===== src/rtl/seq_chunk_adder_if.sv =====
// Handshake bundle for seq_chunk_adder: operand side (in_*) and result side (out_*).
interface seq_chunk_adder_if #(
    parameter int WIDTH = 16
) ();
    logic             in_valid;
    logic             in_ready;
    logic [WIDTH-1:0] data_1;
    logic [WIDTH-1:0] data_2;
    logic             carry_in;
    logic             sub;
    logic             out_valid;
    logic             out_ready;
    logic [WIDTH-1:0] sum;
    logic             carry_out;
    logic             overflow;

    modport master (
        output in_valid, data_1, data_2, carry_in, sub, out_ready,
        input  in_ready, out_valid, sum, carry_out, overflow
    );

    modport slave (
        input  in_valid, data_1, data_2, carry_in, sub, out_ready,
        output in_ready, out_valid, sum, carry_out, overflow
    );
endinterface


===== src/rtl/seq_chunk_adder.sv =====
// Multi-cycle add/subtract: WIDTH bits processed CHUNK bits per clock with a registered carry.
// Optional SEQ_ADDER_PIPE_ACCEPT_EN lets a new operation be accepted in the same edge as the result handshake.
//
// state | meaning
// IDLE  | waiting for operands, in_ready=1
// RUN   | adding one chunk per cycle, chunk index idx_q
// DONE  | result held, out_valid=1 until consumed
module seq_chunk_adder #(
    parameter int WIDTH = 16,
    parameter int CHUNK = 4
) (
    input logic              clk,
    input logic              rst_n,
    seq_chunk_adder_if.slave bus
);
    localparam int NUM_CHUNKS = WIDTH / CHUNK;
    localparam int IDX_W      = (NUM_CHUNKS > 1) ? $clog2(NUM_CHUNKS) : 1;
    localparam logic [IDX_W-1:0] LAST_IDX   = IDX_W'(NUM_CHUNKS - 1);
    localparam logic [WIDTH-1:0] SLICE_MASK = {WIDTH{1'b1}} >> (WIDTH - CHUNK);

    typedef enum logic [1:0] {IDLE, RUN, DONE} state_t;

    state_t           state_q, state_d;
    logic [WIDTH-1:0] op_a_q, op_b_q, sum_q;
    logic             carry_q, cout_q, ovf_q;
    logic [IDX_W-1:0] idx_q;

    logic             accept, step, in_ready_c, out_valid_c;
    logic [31:0]      bit_off;
    logic [WIDTH-1:0] a_shift, b_shift;
    logic [CHUNK-1:0] a_slice, b_slice, chunk_sum;
    logic             chunk_cout, chunk_cmsb;

    assign bit_off = 32'(idx_q) * 32'(CHUNK);
    assign a_shift = op_a_q >> bit_off;
    assign b_shift = op_b_q >> bit_off;
    assign a_slice = a_shift[CHUNK-1:0];
    assign b_slice = b_shift[CHUNK-1:0];

    // Bit-level ripple inside one chunk; the carry into the top bit feeds overflow detection.
    always_comb begin
        logic c;
        chunk_sum  = '0;
        c          = carry_q;
        chunk_cmsb = carry_q;
        for (int i = 0; i < CHUNK; i++) begin
            chunk_sum[i] = a_slice[i] ^ b_slice[i] ^ c;
            chunk_cmsb   = c;
            c            = (a_slice[i] & b_slice[i]) | (a_slice[i] & c) | (b_slice[i] & c);
        end
        chunk_cout = c;
    end

    always_ff @(posedge clk or negedge rst_n) begin
        if (!rst_n) begin
            state_q <= IDLE;
        end else begin
            state_q <= state_d;
        end
    end

    always_comb begin
        state_d     = state_q;
        in_ready_c  = 1'b0;
        out_valid_c = 1'b0;
        accept      = 1'b0;
        step        = 1'b0;
        case (state_q)
            IDLE: begin
                in_ready_c = 1'b1;
                if (bus.in_valid) begin
                    accept  = 1'b1;
                    state_d = RUN;
                end
            end
            RUN: begin
                step = 1'b1;
                if (idx_q == LAST_IDX) begin
                    state_d = DONE;
                end
            end
            DONE: begin
                out_valid_c = 1'b1;
`ifdef SEQ_ADDER_PIPE_ACCEPT_EN
                in_ready_c = bus.out_ready;
                if (bus.out_ready) begin
                    if (bus.in_valid) begin
                        accept  = 1'b1;
                        state_d = RUN;
                    end else begin
                        state_d = IDLE;
                    end
                end
`else
                if (bus.out_ready) begin
                    state_d = IDLE;
                end
`endif
            end
            default: state_d = IDLE;
        endcase
    end

    // Sum is not cleared on accept: the previous result is overwritten slice by slice.
    always_ff @(posedge clk or negedge rst_n) begin
        if (!rst_n) begin
            op_a_q  <= '0;
            op_b_q  <= '0;
            carry_q <= 1'b0;
            idx_q   <= '0;
            sum_q   <= '0;
            cout_q  <= 1'b0;
            ovf_q   <= 1'b0;
        end else if (accept) begin
            op_a_q  <= bus.data_1;
            op_b_q  <= bus.sub ? ~bus.data_2 : bus.data_2;
            carry_q <= bus.carry_in;
            idx_q   <= '0;
        end else if (step) begin
            sum_q   <= (sum_q & ~(SLICE_MASK << bit_off)) | (WIDTH'(chunk_sum) << bit_off);
            carry_q <= chunk_cout;
            if (idx_q == LAST_IDX) begin
                cout_q <= chunk_cout;
                ovf_q  <= chunk_cmsb ^ chunk_cout;
            end else begin
                idx_q <= idx_q + IDX_W'(1);
            end
        end
    end

    assign bus.in_ready  = in_ready_c;
    assign bus.out_valid = out_valid_c;
    assign bus.sum       = sum_q;
    assign bus.carry_out = cout_q;
    assign bus.overflow  = ovf_q;
endmodule

===== src/flat_wrapper.sv =====
// flat-port wrapper written by rule: the top's interface ports become plain ports
module seq_chunk_adder_flat 
#(
    parameter int WIDTH = 16,
    parameter int CHUNK = 4
)
  (clk, rst_n, bus_in_valid, bus_data_1, bus_data_2, bus_carry_in, bus_sub, bus_out_ready, bus_in_ready, bus_out_valid, bus_sum, bus_carry_out, bus_overflow);
  seq_chunk_adder_if #(.WIDTH(WIDTH)) bus_i ();
  input logic clk;
  input logic rst_n;
  input wire logic [$bits(bus_i.in_valid)-1:0] bus_in_valid;
  input wire logic [$bits(bus_i.data_1)-1:0] bus_data_1;
  input wire logic [$bits(bus_i.data_2)-1:0] bus_data_2;
  input wire logic [$bits(bus_i.carry_in)-1:0] bus_carry_in;
  input wire logic [$bits(bus_i.sub)-1:0] bus_sub;
  input wire logic [$bits(bus_i.out_ready)-1:0] bus_out_ready;
  output wire logic [$bits(bus_i.in_ready)-1:0] bus_in_ready;
  output wire logic [$bits(bus_i.out_valid)-1:0] bus_out_valid;
  output wire logic [$bits(bus_i.sum)-1:0] bus_sum;
  output wire logic [$bits(bus_i.carry_out)-1:0] bus_carry_out;
  output wire logic [$bits(bus_i.overflow)-1:0] bus_overflow;
  assign bus_i.in_valid = bus_in_valid;
  assign bus_i.data_1 = bus_data_1;
  assign bus_i.data_2 = bus_data_2;
  assign bus_i.carry_in = bus_carry_in;
  assign bus_i.sub = bus_sub;
  assign bus_i.out_ready = bus_out_ready;
  assign bus_in_ready = bus_i.in_ready;
  assign bus_out_valid = bus_i.out_valid;
  assign bus_sum = bus_i.sum;
  assign bus_carry_out = bus_i.carry_out;
  assign bus_overflow = bus_i.overflow;
  seq_chunk_adder #(.WIDTH(WIDTH), .CHUNK(CHUNK)) u_core (.clk(clk), .rst_n(rst_n), .bus(bus_i));
endmodule

===== config.mk =====
export PLATFORM = sky130hd
export DESIGN_NAME = seq_chunk_adder_flat
export DESIGN_NICKNAME = d
export VERILOG_FILES = /design/src/rtl/seq_chunk_adder_if.sv /design/src/rtl/seq_chunk_adder.sv /design/src/flat_wrapper.sv
export SDC_FILE = /design/constraint.sdc
export NUM_CORES = 1
export LEC_CHECK = 0
export CAP_MARGIN = 20
export CORE_UTILIZATION = 35
export CTS_BUF_LIST = sky130_fd_sc_hd__clkbuf_2 sky130_fd_sc_hd__clkbuf_4 sky130_fd_sc_hd__clkbuf_8
export DETAILED_ROUTE_END_ITERATION = 10
export PLACE_DENSITY_LB_ADDON = 0.08
export SLEW_MARGIN = 20
export SYNTH_ARGS = -nofsm -noshare
export SYNTH_HDL_FRONTEND = slang
export SYNTH_SLANG_ARGS = --single-unit

===== constraint.sdc =====
create_clock -name clk -period 4 [get_ports clk]
set_input_delay 0.6 -clock clk [delete_from_list [all_inputs] [get_ports clk]]
set_output_delay 0.6 -clock clk [all_outputs]
set_load 0.005 [all_outputs]

# Yosys cells after proc, flatten, opt, wreduce, memory -nomap -nowiden
# Index checks and enable logic that the tools add are counted.
dict set report classes {
  n_bitwise 34
  shifts 4
  n_addsub 1
  n_eq_ne 7
  mux 15
  reduce_logical 6
}
# operator count
set ops {}
lappend ops {{inverter 16 bit} 2}
lappend ops {{>> shifter 16 x 4 -> 4 bit} 2}
lappend ops {{bitwise AND 16 bit} 1}
lappend ops {{two-way mux 16 bit} 1}
lappend ops {{bitwise OR 16 bit} 1}
lappend ops {{<< shifter 4 x 4 -> 16 bit} 1}
lappend ops {{<< shifter 4 x 4 -> 16 bit (first input constant)} 1}
lappend ops {{bitwise AND 1 bit} 12}
lappend ops {{two-way mux 2 bit} 6}
lappend ops {{XOR 1 bit} 9}
lappend ops {{bitwise OR 1 bit} 8}
lappend ops {{two-way mux 1 bit} 7}
lappend ops {{one-hot mux 2 bit (3 select lines)} 1}
lappend ops {{AND reduction 3 bit} 2}
lappend ops {{equality test 2 bit (second input constant)} 2}
lappend ops {{inequality test 2 x 1 -> 1 bit (second input constant)} 2}
lappend ops {{inequality test 2 bit (second input constant)} 2}
lappend ops {{AND reduction 2 bit} 2}
lappend ops {{adder 2 x 1 -> 2 bit (second input constant)} 1}
lappend ops {{equality test 2 x 1 -> 1 bit (second input constant)} 1}
lappend ops {{zero test 2 bit} 1}
lappend ops {{nonzero test 2 bit} 1}
lappend ops {{inverter 1 bit} 1}
dict set report totals {
  reg_bits 55
  inputBits 38
  out_inout_bits 20
  wordCells 75
}

# Logic depth before layout (Yosys ltp)
# Gate-level depths: netlist of the first run.
dict set report logic_depth {
  word_depth 15
  depth_mapped 11
  depth_no_buf 9
}

# Worst setup path after synthesis of the first run
# No wires, ideal clock.
dict set report synth_path {
  path_type {register to register}
  from {reg u_core.idx_q[0]}
  to {reg u_core.ovf_q, in the netlist u_core.bus.overflow}
  t_arrival_ns 2.900
  synth_period_minus_slack_ns 3.025
  stages_incl_launch_ff 12
  path_buffers 2
  required_ns 3.875
  path_slack_ns 0.975
  cell_sequence {dfrtp_1 buf_4 buf_2 mux4_2 fa_1 inv_1 fa_1 fa_1 inv_1 fa_1 xnor2_1 mux2_2}
}
dict set report synth_between {
  elab_chain_len 14
  elab_cells_between_ends 25
  classes_between {eq/ne (1); shift (2); bitwise (21); reduce/logical (1)}
}
# item line
set synth_lines {}
lappend synth_lines {{start: declaration} seq_chunk_adder.sv:26} ;# logic [IDX_W-1:0] idx_q;
lappend synth_lines {{start signal: assignment} seq_chunk_adder.sv:126} ;# idx_q <= idx_q + IDX_W'(1);
lappend synth_lines {{>> shifter 16 x 4 -> 4 bit (on tied branches)} {seq_chunk_adder.sv:35, seq_chunk_adder.sv:36}}
lappend synth_lines {{bitwise AND 1 bit} seq_chunk_adder.sv:49} ;# c = (a_slice[i] & b_slice[i]) | (a_slice[i] & c) | (b_slice[i] & c);
lappend synth_lines {{bitwise OR 1 bit (2 in a row)} seq_chunk_adder.sv:49}
lappend synth_lines {{bitwise AND 1 bit} seq_chunk_adder.sv:49}
lappend synth_lines {{bitwise OR 1 bit (2 in a row)} seq_chunk_adder.sv:49}
lappend synth_lines {{bitwise AND 1 bit} seq_chunk_adder.sv:49}
lappend synth_lines {{bitwise OR 1 bit (2 in a row)} seq_chunk_adder.sv:49}
lappend synth_lines {{bitwise AND 1 bit} seq_chunk_adder.sv:49}
lappend synth_lines {{bitwise OR 1 bit} seq_chunk_adder.sv:49}
lappend synth_lines {{bitwise OR 1 bit *} seq_chunk_adder.sv:49}
lappend synth_lines {{named net u_core.chunk_cout} seq_chunk_adder.sv:32} ;# logic chunk_cout, chunk_cmsb;
lappend synth_lines {{XOR 1 bit *} seq_chunk_adder.sv:124} ;# ovf_q <= chunk_cmsb ^ chunk_cout;
lappend synth_lines {{end signal: assignment} seq_chunk_adder.sv:124}
lappend synth_lines {{end: declaration} seq_chunk_adder.sv:25} ;# logic carry_q, cout_q, ovf_q;
# Mark *: on every way through the listed nets, which the timed path passes. The rest lies on a longest branch.
# A chain may end at the register's enable or synchronous reset.

# Final worst setup path of the first run
dict set report layout_path {
  from {reg u_core.idx_q[0]}
  to {reg u_core.sum_q[3], in the netlist u_core.bus.sum[3]}
}
dict set report layout_between {
  elab_chain_len 13
  elab_cells_between_ends 24
  classes_between {shift (4); bitwise (20)}
}
# item line
set layout_lines {}
lappend layout_lines {{>> shifter 16 x 4 -> 4 bit (on tied branches)} {seq_chunk_adder.sv:35, seq_chunk_adder.sv:36}}
lappend layout_lines {{bitwise AND 1 bit} seq_chunk_adder.sv:49}
lappend layout_lines {{bitwise OR 1 bit (2 in a row)} seq_chunk_adder.sv:49}
lappend layout_lines {{bitwise AND 1 bit} seq_chunk_adder.sv:49}
lappend layout_lines {{bitwise OR 1 bit (2 in a row)} seq_chunk_adder.sv:49}
lappend layout_lines {{bitwise AND 1 bit} seq_chunk_adder.sv:49}
lappend layout_lines {{bitwise OR 1 bit (2 in a row)} seq_chunk_adder.sv:49}
lappend layout_lines {{XOR 1 bit} seq_chunk_adder.sv:47} ;# chunk_sum[i] = a_slice[i] ^ b_slice[i] ^ c;
lappend layout_lines {{<< shifter 4 x 4 -> 16 bit} seq_chunk_adder.sv:120} ;# sum_q <= (sum_q & ~(SLICE_MASK << bit_off)) | (WIDTH'(chunk_sum) << bit_off);
lappend layout_lines {{bitwise OR 16 bit *} seq_chunk_adder.sv:120}
lappend layout_lines {{end signal: assignment} seq_chunk_adder.sv:120}
lappend layout_lines {{end: declaration} seq_chunk_adder.sv:24} ;# logic [WIDTH-1:0] op_a_q, op_b_q, sum_q;
# Every way passes the cells marked *; elsewhere a longest branch is shown, timed or not.

==> out/metrics.yaml, run 1 <==
sta:
  finalSetupTns_ps: 0
  final_max_slew_viol_count: 0
  period_minus_slack_ps: 3098
  hold_violations: 0
  max_slew_margin_pct: 44.21
  skew_ps: 7.700
  fin_crit_sh_pct: 77.44
  worstMarginPinSlew_ps: 834.3
  fin_worst_hold_slack_ps: 242.6
  clock.fmax_mhz: 322.8
  setup_viol: 0
  grt_setup_unrepaired: "no"
setup_path:
  rr_startpoint: "u_core.idx_q[0]$_DFFE_PN0P_"
  cp.required_ps: 4190
  worstPathArrival_ps: 3290
  cp_num_buf_inv: 2
  worstSetupPathType: "flip-flop to flip-flop"
  critPathLaunch: "u_core.idx_q[0]$_DFFE_PN0P_"
  critPathMaxFanout: 14
  worstPathCellList: "mux4_2, fa_1, inv_1, fa_1, fa_1, inv_1, fa_1, a32o_1"
  start_kind: "flip-flop"
  end_kind: "flip-flop"
  crit_slowest_cell: "dfrtp_1"
  crit_family: "adder cells"
  crit_top_cell: "fa_1"
  cpPeakStageDelay_ps: 680
floorplanning:
  ios: 58
  dieArea_um2: 8048
  rows: 31
  initial_core_util_pct: 36.73
  die_h_um: 89.71
  core_um2: 7331
  die_w_um: 89.71
final_layout:
  multiInputGateArea_um2: 1187
  finalInstanceArea_um2: 3406
  finalNonFillerCells: 343
  finalNetCount: 289
  mostFrequentLayoutCells: "clkdlybuf4s50_1, dfrtp_1, mux2_2"
  drive_above_1_share_pct: 22.54
  diodes: 0
  area_growth_pct: 26.49
  mostFrequentLayoutCell: "clkdlybuf4s50_1"
  fillers: 687
  area.sequential_um2: 1376
drt:
  wl_per_cell_um: 15.57
  drc: 0
  final_antenna_net_count: 0
  vias_per_cell: 4.889
  drt_iter0_drc: 87
  dr.pass1.iters: 4
  via_count: 1677
  drt-total-wl_um: 5342
run_status:
  outcome: "completed"
clocking:
  cts_max_level: 2
  cts_tree: "done"
  clock-sinks: 55
  cts_buffers: 5
  cts-root-buf: "clkbuf_8"
  clockBufferDepth: 2
  postCtsSetupRepairBufs: 0
  cts_resized: 0
  clk_latency_ps: 300
  clk_pin_slew_ps: 100
  cts_hold_buffers: 0
synth:
  syn_area_um2: 2693
  syn_nets: 234
  dominantRegCellSynth: "dfrtp_1"
  synth_cells: 188
  synth_area_per_cell_um2: 14.32
  synth_sequential_area_ratio_pct: 51.12
  synth-seq-cells: 55
  ys_types: 29
  async_reset_ff_share_pct: 100.0
  yosys_warnings: 0
  synth_edf_count: 0
global_route:
  grt_use_total_pct: 14.57
  grt_pass1_vias: 1878
  antenna_found_initial: 0
  grt_overflow: 0
  grt_pass1_wl_um: 9349
  grt_max_degree: 35
place:
  placedCellCount: 335
  placed_area_um2: 3317
  place_congestion: 0.7572
  dp_hpwl_um: 3899
  numPortBuffers: 57
hold_path:
  min_path_type: "input pin to async pin"
power_and_ir_drop:
  p_per_area_nw_per_um2: 828.7
  vdd_drop_max_v: 0.0002769
  p_leak_nw: 1.439
flow_run:
  maxCapViolCount: 0
## flip-flops by register name, indices dropped and copies added, names as in the netlist
signal / flops
u_core.carry_q: 1
u_core.state_q: 2
u_core.op_b_q: 16
u_core.bus.carry_out: 1
u_core.op_a_q: 16
u_core.bus.sum: 16
u_core.idx_q: 2
u_core.bus.overflow: 1
## cell families after synthesis
logic type / Yosys count / share of synthesized area [%]
flops: 55 / 51.12
mux: 42 / 20.91
buf+inv: 23 / 4.786
compound gates: 22 / 7.296
simple gates: 21 / 5.530
xor+xnor: 17 / 5.530
fa+ha+maj: 8 / 4.833
## layout make-up
| type | count | area share [%] |
|---|---|---|
| clock buffer | 6 | 2.241 |
| timing repair buffer | 60 | 17.27 |
| sequential | 55 | 40.41 |
| multi-input combinational | 110 | 34.86 |
| inverter | 11 | 1.212 |
| tap | 99 | 3.637 |
| clock inverter | 2 | 0.3674 |
## per-stage QoR
step | utilization, % | power, mW | setup WS [ps]
2_1_floorplan | - | 2.046 | 975.5
3_3_place_gp | 45.25 | 2.531 | 980.9
3_5_place_dp | 45.25 | 2.553 | 902.3
4_1_cts | 46.46 | 2.871 | 883.4
5_1_grt | 46.46 | 3.063 | 698.6
6_report | 46.46 | 2.822 | 902.4
## cell usage after synthesis (all sizes together), types with 3 or more instances
master,number,area share (%)
dfrtp,55,51
mux2,34,14
xor2,16,5.2
buf,12,3.3
inv,11,1.5
a22o,8,2.6
a32o,8,3.0
mux4,8,6.7
fa,4,3.0
ha,4,1.9
nand3b,4,1.1
nand2b,3,0.70
nor2,3,0.42
nor2b,3,0.70
nor3b,3,1.3
## report_power, final
| part | leakage [nW] | total [mW] | switching, mW | internal (mW) |
|---|---|---|---|---|
| clock | 0.0446 | 0.304 | 0.174 | 0.130 |
| combinational | 0.733 | 1.46 | 0.623 | 0.840 |
| sequential | 0.661 | 1.05 | 0.216 | 0.838 |
## worst reg2reg max path: cells and delay by family (launching register included)
family / cells / cell delay, ps
compound gates: 1 / 270
buf+inv: 2 / 130
flops: 1 / 680
mux: 1 / 600
fa+ha+maj: 4 / 1310
## worst paths after layout
kind	to	slack [ps]	cells past startpoint
worst min-delay path	u_core.op_b_q[1]$_DFFE_PN0P_	240	1
min in group clk	u_core.bus.sum[7]$_DFFE_PN0P_	500	1
worst max register to register	u_core.bus.sum[3]$_DFFE_PN0P_	900	8
worst min register to register	u_core.bus.sum[7]$_DFFE_PN0P_	500	1
worst max-delay path	u_core.bus.sum[3]$_DFFE_PN0P_	900	8
max in group asynchronous	u_core.bus.carry_out$_DFFE_PN0P_	2940	2
## per-layer routing
layer	vias up	track usage, %	wire length (um)
met4	0	4.645	63
met2	34	24.04	2625
met5	-	0	0
met3	6	2.961	170
met1	853	19.25	2482
li1	784	-	-
Power figures use the tool's default switching activity.
==> run 2: changes to the inputs <==
Clock period 4 ns to 3.25 ns, I/O delays scaled along.
==> out/metrics.yaml, run 2 (same netlist as run 1, synthesis figures left out) <==
run_status:
  outcome: "completed"
setup_path:
  cpPeakStageDelay_ps: 570
  worstPathArrival_ps: 3150
  crit_top_cell: "fa_1"
  crit_family: "adder cells"
  worstSetupPathType: "flip-flop to flip-flop"
  cp.required_ps: 3460
  critPathMaxFanout: 6
  rr_startpoint: "u_core.idx_q[0]$_DFFE_PN0P_"
  rr_endpoint: "u_core.bus.overflow$_DFFE_PN0P_"
  end_kind: "flip-flop"
  start_kind: "flip-flop"
  worstPathCellList: "mux4_2, fa_1, inv_1, fa_1, fa_1, inv_1, fa_1, xnor2_1, mux2_2"
  reg2reg_depth: 9
  cp_num_buf_inv: 2
  ff2ff_setup_slack_ps: 310
  critPathLaunch: "u_core.idx_q[0]$_DFFE_PN0P_"
  crit_slowest_cell: "mux4_2"
power_and_ir_drop:
  total_power_mw: 3.543
  p_int_mw: 2.262
  p_clk_share_pct: 11.0
  power_frac_seq_pct: 36.5
  p_sw_mw: 1.281
  p_leak_nw: 1.449
  vdd_drop_max_v: 0.0004234
  p_comb_share_pct: 52.5
  p_per_area_nw_per_um2: 1036
  swShare_pct: 36.15
final_layout:
  drive_above_1_share_pct: 23.17
  mostFrequentLayoutCells: "clkdlybuf4s50_1, dfrtp_1, mux2_2"
  diodes: 0
  finalInstanceArea_um2: 3421
  fillers: 678
  finalNonFillerCells: 345
  mostFrequentLayoutCell: "clkdlybuf4s50_1"
  area_growth_pct: 27.04
  finalNetCount: 291
global_route:
  grt_pass1_wl_um: 9418
  grt_use_total_pct: 14.81
  grt_max_degree: 33
  grt_util_met2_pct: 25.13
  globalRouteMet1Util_pct: 18.75
  antenna_found_initial: 0
  use_met3_pct: 3.299
  grt_overflow: 0
  busiest_layer: "met2"
  grt_pass1_vias: 1862
clocking:
  clk_pin_slew_ps: 100
  postCtsSetupRepairBufs: 0
  cts_tree: "done"
  cts_resized: 0
  cts_buffers: 5
  cts-root-buf: "clkbuf_8"
  clock-sinks: 55
  cts_hold_buffers: 0
  clockBufferDepth: 2
  cts_max_level: 2
  clk_latency_ps: 310
floorplanning:
  die_w_um: 89.71
  dieArea_um2: 8048
  die_h_um: 89.71
  rows: 31
  core_um2: 7331
  initial_core_util_pct: 36.73
  ios: 58
place:
  placedCellCount: 337
  dp_hpwl_um: 3999
  pre_cts_slack_ps: 289.1
  placed_area_um2: 3332
  numPortBuffers: 57
  place_congestion: 0.7633
drt:
  final_antenna_net_count: 0
  via_count: 1687
  vias_per_cell: 4.890
  drt-total-wl_um: 5495
  drt_iter0_drc: 32
  dr.pass1.iters: 4
  wl_per_cell_um: 15.93
  drc: 0
sta:
  fin_crit_sh_pct: 90.55
  finalSetupTns_ps: 0
  worstMarginPinSlew_ps: 838.3
  clock.fmax_mhz: 339.8
  period_minus_slack_ps: 2943
  fin_ws_ps: 307.1
  setup_viol: 0
  max_slew_margin_pct: 43.94
  grt_setup_unrepaired: "no"
  hold_violations: 0
  skew_ps: 9.900
  final_max_slew_viol_count: 0
flow_run:
  maxCapViolCount: 0
hold_path:
  min_path_type: "input pin to async pin"
==> run 2: cell count changes in the layout (fill, tap and decap cells not counted) <==
cell   delta
buf_4     +2
==> run 2: worst max path at each step <==
stage	endpoint	slack, ps	cells after the start
after global placement	u_core.bus.overflow$_DFFE_PN0P_	340	9
final	u_core.bus.overflow$_DFFE_PN0P_	310	9
after global routing	u_core.bus.overflow$_DFFE_PN0P_	140	9
after CTS	u_core.bus.overflow$_DFFE_PN0P_	270	9
after detailed placement	u_core.bus.overflow$_DFFE_PN0P_	290	9
after floorplan	u_core.bus.overflow$_DFFE_PN0P_	230	11
==> run 2: area by class of cell <==
class / instances / area (um^2) / share of cell area [%]
flip-flops and latches: 55 / 1376 / 40.23
multi-input cells: 110 / 1187 / 34.71
clock inverters: 2 / 12.51 / 0.3658
inverters: 11 / 41.29 / 1.207
well taps: 99 / 123.9 / 3.621
clock buffers: 6 / 76.32 / 2.231
repair buffers: 62 / 603.1 / 17.63
==> run 2: power by group through the flow <==
stage	Combinational [mW]	Clock [mW]	Sequential, mW
global placement	1.84	0	1.33
global route	2.05	0.427	1.35
CTS	1.87	0.403	1.31
floorplan	1.33	0	1.19
finish	1.86	0.389	1.29
detailed placement	1.86	0	1.32
==> run 2: metal layers <==
metal | vias to the layer above | routed length (um)
li1 | 785 | -
met2 | 42 | 2701
met5 | - | 0
met3 | 9 | 234
met1 | 851 | 2473
met4 | 0 | 87
==> run 2: worst register-to-register path: stages (launching register included) <==
cell,delay [ps]
dfrtp_1,550
mux4_2,570
fa_1,400
inv_1,70
fa_1,170
fa_1,210
inv_1,60
fa_1,420
xnor2_1,150
mux2_2,250
==> run 2: stage by stage <==
| step | hold WS (ps) | utilization (%) |
|---|---|---|
| after floorplan | 191.9 | - |
| after global placement | 486.4 | 45.45 |
| after detailed placement | 486.7 | 45.45 |
| after CTS | 186.4 | 46.66 |
| after global routing | 219.6 | 46.66 |
| final | 163.8 | 46.66 |
